==> src/rtl/mem_wb_stage.sv <==
// MEM->WB pipeline stage: valid/ready handshake, optional 2-entry skid buffer,
// synchronous flush and write-back data/enable selection from the head entry.
module mem_wb_stage #(
    parameter int DATA_W = 32,
    parameter int REG_AW = 5,
    parameter int SKID   = 1
) (
    input  logic              clk,
    input  logic              rst_n,
    input  logic              flush,
    input  logic              in_valid,
    output logic              in_ready,
    input  logic              in_reg_write,
    input  logic              in_mem_to_reg,
    input  logic [DATA_W-1:0] in_alu_result,
    input  logic [DATA_W-1:0] in_mem_data,
    input  logic [REG_AW-1:0] in_reg_dest,
    output logic              out_valid,
    input  logic              out_ready,
    output logic              out_reg_write,
    output logic              out_mem_to_reg,
    output logic [DATA_W-1:0] out_alu_result,
    output logic [DATA_W-1:0] out_mem_data,
    output logic [REG_AW-1:0] out_reg_dest,
    output logic [DATA_W-1:0] out_wb_data,
    output logic              out_wb_en,
    output logic [1:0]        occupancy
);

    typedef struct packed {
        logic              reg_write;
        logic              mem_to_reg;
        logic [DATA_W-1:0] alu_result;
        logic [DATA_W-1:0] mem_data;
        logic [REG_AW-1:0] reg_dest;
    } entry_t;

    typedef enum logic [1:0] {
        EMPTY = 2'd0,
        ONE   = 2'd1,
        TWO   = 2'd2
    } state_t;

    state_t state_q, state_d;
    entry_t head_q, head_d;
    entry_t skid_q, skid_d;
    entry_t in_entry;
    logic   in_fire;
    logic   out_fire;

    assign in_entry  = {in_reg_write, in_mem_to_reg, in_alu_result, in_mem_data, in_reg_dest};
    assign out_valid = (state_q != EMPTY);
    assign in_fire   = in_valid & in_ready;
    assign out_fire  = out_valid & out_ready;

    always_comb begin
        state_d = state_q;
        head_d  = head_q;
        skid_d  = skid_q;
        unique case (state_q)
            EMPTY: begin
                if (in_fire) begin
                    state_d = ONE;
                    head_d  = in_entry;
                end
            end
            ONE: begin
                if (in_fire && out_fire) begin
                    head_d = in_entry;
                end else if (in_fire) begin
                    // Only reachable with the skid buffer; without it in_ready implies out_ready here.
                    if (SKID != 0) begin
                        state_d = TWO;
                        skid_d  = in_entry;
                    end
                end else if (out_fire) begin
                    state_d = EMPTY;
                end
            end
            TWO: begin
                if (out_fire) begin
                    state_d = ONE;
                    head_d  = skid_q;
                end
            end
            default: state_d = EMPTY;
        endcase
        if (flush) begin
            state_d = EMPTY;
            head_d  = '0;
            skid_d  = '0;
        end
    end

    always_ff @(posedge clk or negedge rst_n) begin
        if (!rst_n) begin
            state_q <= EMPTY;
            head_q  <= '0;
            skid_q  <= '0;
        end else begin
            state_q <= state_d;
            head_q  <= head_d;
            skid_q  <= skid_d;
        end
    end

    generate
        if (SKID != 0) begin : g_skid
            logic in_ready_q;
            logic in_ready_d;

            always_comb begin
                in_ready_d = (state_d != TWO);
            end

            always_ff @(posedge clk or negedge rst_n) begin
                if (!rst_n) begin
                    in_ready_q <= 1'b1;
                end else begin
                    in_ready_q <= in_ready_d;
                end
            end

            assign in_ready = in_ready_q;
        end else begin : g_noskid
            assign in_ready = out_ready | ~out_valid;
        end
    endgenerate

    assign out_reg_write  = head_q.reg_write;
    assign out_mem_to_reg = head_q.mem_to_reg;
    assign out_alu_result = head_q.alu_result;
    assign out_mem_data   = head_q.mem_data;
    assign out_reg_dest   = head_q.reg_dest;
    assign out_wb_data    = head_q.mem_to_reg ? head_q.mem_data : head_q.alu_result;
    assign out_wb_en      = out_valid & head_q.reg_write & (head_q.reg_dest != '0);
    assign occupancy      = state_q;

endmodule

==> config.mk <==
export PLATFORM = sky130hd
export DESIGN_NAME = mem_wb_stage
export DESIGN_NICKNAME = d
export VERILOG_FILES = /design/src/rtl/mem_wb_stage.sv
export SDC_FILE = /design/constraint.sdc
export NUM_CORES = 1
export LEC_CHECK = 0
export CAP_MARGIN = 20
export CORE_MARGIN = 4
export CORE_UTILIZATION = 48
export DETAILED_ROUTE_END_ITERATION = 8
export GPL_ROUTABILITY_DRIVEN = 0
export PLACE_DENSITY = 0.8
export SETUP_SLACK_MARGIN = 0.05
export SLEW_MARGIN = 20
export SYNTH_ARGS = -nofsm -noshare
export SYNTH_HDL_FRONTEND = slang
export SYNTH_SLANG_ARGS = --single-unit
==> constraint.sdc <==
create_clock -name clk -period 2.1 [get_ports clk]
set_clock_uncertainty 0.1 [all_clocks]
set_input_delay 0.525 -clock clk [delete_from_list [all_inputs] [get_ports clk]]
set_output_delay 0.525 -clock clk [all_outputs]
set_load 0.02 [all_outputs]
==> results of run 1 <==
[cell families (layout without fill, tap and decap cells)]
| kind of cell | count (synthesis) | count (layout) | share of synthesized area |
|---|---|---|---|
| AO/OA/AOI/OAI | 146 | 146 | 0.186 |
| multiplexers | 103 | 103 | 0.166 |
| buffers and inverters | 50 | 260 | 0.0318 |
| XOR/XNOR | 1 | 1 | 0.00136 |
| other | 0 | 1 | 0 |
| AND/OR/NAND/NOR | 83 | 83 | 0.0527 |
| flip-flops | 145 | 145 | 0.563 |
[critical path: stages, from the launching register on]
cell	delay, ps
dfrtp_1	380
or4_1	510
o211a_1	230
buf_6	130
[path summary, 6_finish.rpt]
check	slack [ps]	from	end	cells past startpoint
worst min register to register	400	out_mem_data[9]	out_mem_data[9]	2
worst max-delay path	-180	out_reg_dest[0]	out_wb_en	3
max in group asynchronous	730	rst_n	skid_q[21]	3
worst min-delay path	400	out_mem_data[9]	out_mem_data[9]	2
worst max register to register	230	occupancy[1]	out_reg_dest[0]	6
min in group asynchronous	550	rst_n	skid_q[5]	2
[power by group through the flow]
stage	Combinational (µW)	Clock (µW)	Sequential [µW]
after floorplan	535	0	3260
after global placement	1500	0	3130
after detailed placement	1530	0	3130
after CTS	1470	3140	3090
after global routing	1660	3280	3110
final	1560	3100	3090
[placed cells by master, fill, tap and decap left out, drive strengths merged, types with 4 or more instances in the layout]
cell type      Yosys  final
a22o              71     71
dfrtp            144    144
mux2              32     32
clkdlybuf4s50      0     77
buf               10     78
clkbuf            39     21
dlymetal6s2s       0     25
mux2i             71     71
bufinv             0      4
nand2             73     73
clkinv             0      6
dlygate4sd2        0     44
o31ai             71     71
[cell usage after synthesis, types with 2 or more instances]
library cell / instances
a22o_1: 71
buf_2: 8
buf_4: 2
clkbuf_1: 39
dfrtp_1: 144
mux2_2: 32
mux2i_1: 71
nand2_1: 73
nand2b_1: 2
nor2_1: 2
o31ai_1: 71
[layer usage]
metal / part of all wire / vias to the layer above
li1: - / 2367
met3: 0.063 / 30
met2: 0.50 / 198
met4: 0.018 / 2
met1: 0.42 / 2664
met5: 0.00058 / -
[final cells by class]
cell class	count	area, µm²	share of cell area
Tap cell	176	220	0.0230
Clock inverter	12	165	0.0172
Clock buffer	20	437	0.0455
Sequential cell	145	3630	0.379
Timing Repair Buffer	227	2390	0.249
Antenna cell	1	2.50	0.000261
Inverter	1	3.75	0.000391
Multi-Input combinational cell	333	2740	0.286
[timing repair]
| item | in CTS | in global routing |
|---|---|---|
| endpoints found under the hold margin | 50 | 0 |
| resized for setup | 183 | 112 |
| pin swaps | 0 | 0 |
| setup endpoints to repair | 78 | 58 |
| gates cloned | 2 | 1 |
| hold buffers | 1 | 0 |
| setup buffers | 5 | 1 |
[per-stage QoR]
step	setup TNS (ps)	hold slack (ps)	cells	utilization	total power, µW
floorplan	0	129	528	-	3800
global placement	-18530	378	875	0.666	4630
detailed placement	-22600	390	875	0.666	4670
CTS	-3450	403	914	0.708	7690
global route	-3500	415	915	0.727	8050
finish	-2260	397	915	0.727	7750
==> reports/metrics.cfg, run 1 <==
[critical_path]
worstSetupPathType = reg -> out
critPathCaptureType = primary output
required_ps = 1470
cp_max_fo = 2
worstSetupStartpointType = register
cp.arrival_ps = 1660

[pwr]
p_switching_uw = 2060
pwr-share-clk = 0.400
p_leak_uw = 0.00523
power_density_nw_per_um2 = 808
peakVddDrop_v = 0.000616
switching_share = 0.265
pwr-share-comb = 0.201
internal-power_uw = 5690
sequentialPowerShare = 0.399

[detailed_routing]
route.detailed.drc = 0
routedWlPerCell_um = 20.6
vias = 5261
drtIter0Drc = 512
viasPerCell = 5.75
postRouteWirelength_mm = 18.8
ant_nets = 0
dr.pass1.iters = 5

[clocking]
cts_buffers = 17
htreeDepth = 4
cts_sinks = 145
insertion_delay_ps = 410
clkSlewWorstSetupHoldPaths_ps = 60
cts_tree = built
cts_buffer_depth = 2
cts_root_buf = clkbuf_16

[final_layout]
largest_reg_flops = 71
drive_gt1_frac = 0.201
final_area_um2 = 9590
top_register = skid_q
area_growth_pct = 48.6
n_fill_cell = 909
layout.nets = 801

[synth]
synth_warnings = 0
ys.flop_type = dfrtp_1
synth.distinct_cells = 24
synthCells = 528
synth_area_per_cell_um2 = 12.2
synth_top_area_frac = 0.558
synth_fp_nets = 604
synth-seq-cells = 145
yosysTopAreaCell = dfrtp_1
synth_area_um2 = 6450
ys_async_sr_fraction = 1.00
synth_seq_area_share = 0.563
synth_edf_count = 0
synth.area.top_cells = dfrtp_1, mux2i_1, a22o_1

[global_route]
grt_max_degree = 58
met3_usage = 0.0599
antenna_found_initial = 2
grt_overflow_total = 0
grt_usage = 0.242
grt_pass1_wl_mm = 28.7
grt_use_met1 = 0.312
busiest_layer = met2
first_global_vias = 5443
use_met2 = 0.398

[sta]
fin_ws_ps = -184
max_freq_ghz = 0.438
hold_viol = 0
period_share = 1.09
setup_viol = 33
tightest_slew_ps = 550
rsz0062_at_grt = yes
slew_headroom = 0.633
drv_slew = 0
min_period_ps = 2280

[placed_design]
hpwl_mm = 12.2
portBuffers = 183
dpl_cell_area_um2 = 8790
place_ws_ps = -206

[outcome]
failed_checks = negative setup slack
status = finished with violations

[floorplan]
initial_utilization = 0.489
num_io_pins = 184
die_h_um = 124
die_area_um2 = 15400
fp.dieW_um = 124
rows = 42
core_area_um2 = 13200

[job]
drv_cap = 0

[hold_path]
hp-class = reg -> reg

Power figures use the tool's default switching activity.
==> run 2: changes to the inputs <==
clock period = 2.45 ns   (was 2.1 ns; I/O delays follow)
==> run 2 against run 1 <==
- the run now ends clean
- highest routed layer unchanged
- utilization decreased by 3.9 points
- hold slack got worse by 390 ps
- wire length decreased by 6.1%
- combinational power decreased by 24%
- setup slack improved by 250 ps
- final area decreased by 5.4%
- via count decreased by 2.4%
- die area unchanged
- total power decreased by 16%
- critical path type unchanged
- largest cell class unchanged
- clock power decreased by 15%
- sequential share of layout area increased by 2.2 points
==> reports/metrics.cfg, run 2 (same netlist as run 1, synthesis figures left out) <==
[outcome]
status = finished, final reports clean

[critical_path]
cp.arrival_ps = 1670
cp_top_family = simple AND/OR/NAND/NOR gates
path_cells = or4_1 > o211a_1 > buf_2
rr_startpoint = occupancy[1]
cp_max_fo = 3
required_ps = 1740
regToRegSetupSlack_ps = 500
critPathMaxStageDelay_ps = 520
worstSetupStartpointType = register
path_buf_inv = 1
r2r_end = out_alu_result[20]
critPathCaptureType = primary output
r2r_cells = 6
worstSetupPathType = reg -> out
slowest_stage = or4_1

[clocking]
cts_root_buf = clkbuf_16
htreeDepth = 4
cts_buffers = 17
cts_setup_buffers = 0
cts_tree = built
insertion_delay_ps = 400
cts_buffer_depth = 2
cts_sinks = 145
clkSlewWorstSetupHoldPaths_ps = 60
cts_hold_buf = 0

[pwr]
p_leak_uw = 0.00447
pwr-share-comb = 0.184
peakVddDrop_v = 0.000555
internal-power_uw = 4790
switching_share = 0.262
p_switching_uw = 1700
pwr-share-clk = 0.407
power_density_nw_per_um2 = 716
sequentialPowerShare = 0.409
power.total_uw = 6490

[placed_design]
hpwl_mm = 11.5
placed_cells = 853
portBuffers = 183

[final_layout]
register_area_um2 = 3630
fin_cells = 884
multi_input_area_um2 = 2650
top_register = skid_q
drive_gt1_frac = 0.145
diodes = 0
mostFrequentLayoutCell = clkdlybuf4s50_1
layout.nets = 772
n_fill_cell = 957
area_growth_pct = 40.6
largest_reg_flops = 71
final_cell_mix = clkdlybuf4s50_1, dfrtp_1, nand2_1
final_core_util = 0.688

[detailed_routing]
vias = 5137
drtIter0Drc = 473
route.met2.wl_mm = 8.94
met1Wirelength_mm = 7.46
viasPerCell = 5.81
postRouteWirelength_mm = 17.7
top_layer = met5
route.detailed.drc = 0
dr_wl_met3_um = 961
ant_nets = 0
dr.pass1.iters = 5
routedWlPerCell_um = 20.0

[floorplan]
initial_utilization = 0.489
fp.dieW_um = 124
die_h_um = 124
core_area_um2 = 13200
rows = 42
die_area_um2 = 15400
num_io_pins = 184

[global_route]
grt_pass1_wl_mm = 28.3
grt_max_degree = 75
grt_usage = 0.235
grt_overflow_total = 0
first_global_vias = 5352
antenna_found_initial = 2

[job]
drv_cap = 0

[sta]
drv_slew = 0
setup_viol = 0
max_freq_ghz = 0.419
min_period_ps = 2380
rsz0062_at_grt = yes
tightest_slew_ps = 780
holdWs_ps = 7.58
period_share = 0.973
hold_viol = 0
setup_tns_ps = 0
slew_headroom = 0.480

[hold_path]
hp-class = in -> async

==> run 2: timing repair <==
item,CTS,global route
pin swaps,0,1
hold endpoints to repair,0,0
setup endpoints to repair,34,32
cloned,0,0
resized for setup,41,40
==> run 2: power groups by stage <==
stage | sequential (µW) | combinational [µW] | clock (µW)
2_1_floorplan | 2790 | 459 | 0
3_3_place_gp | 2680 | 1230 | 0
3_5_place_dp | 2690 | 1250 | 0
4_1_cts | 2650 | 1210 | 2680
5_1_grt | 2670 | 1280 | 2790
6_report | 2650 | 1190 | 2640
==> run 2: area by class of cell <==
type / instances / area share
Sequential cell: 145 / 0.400
Multi-Input combinational cell: 333 / 0.292
Timing Repair Buffer: 198 / 0.216
Clock buffer: 21 / 0.0486
Tap cell: 176 / 0.0243
Clock inverter: 10 / 0.0178
Inverter: 1 / 0.000414
==> run 2: layer usage <==
metal / global-route usage / up-vias
met2: 0.386 / 177
met3: 0.0518 / 27
met1: 0.310 / 2618
met4: 0.0815 / 4
li1: - / 2311
met5: 0 / -
==> run 2: per-stage QoR <==
stage	cell area [µm²]	setup WS, ps
after floorplan	6450	292
after global placement	8570	40.6
after detailed placement	8570	5.74
after CTS	9140	37.4
after global routing	9070	5.03
final	9070	65.9
==> run 2: worst max-delay path by stage <==
| stage | slack, ps | cells after the start | start | endpoint |
|---|---|---|---|---|
| detailed placement | 6 | 6 | in_valid | skid_q[60] |
| finish | 70 | 3 | out_reg_dest[3] | out_wb_en |
| global placement | 40 | 6 | in_valid | skid_q[30] |
| floorplan | 290 | 3 | out_mem_to_reg | out_wb_data[10] |
| CTS | 40 | 3 | out_reg_dest[0] | out_wb_en |
| global route | 5 | 3 | out_reg_dest[0] | out_wb_en |
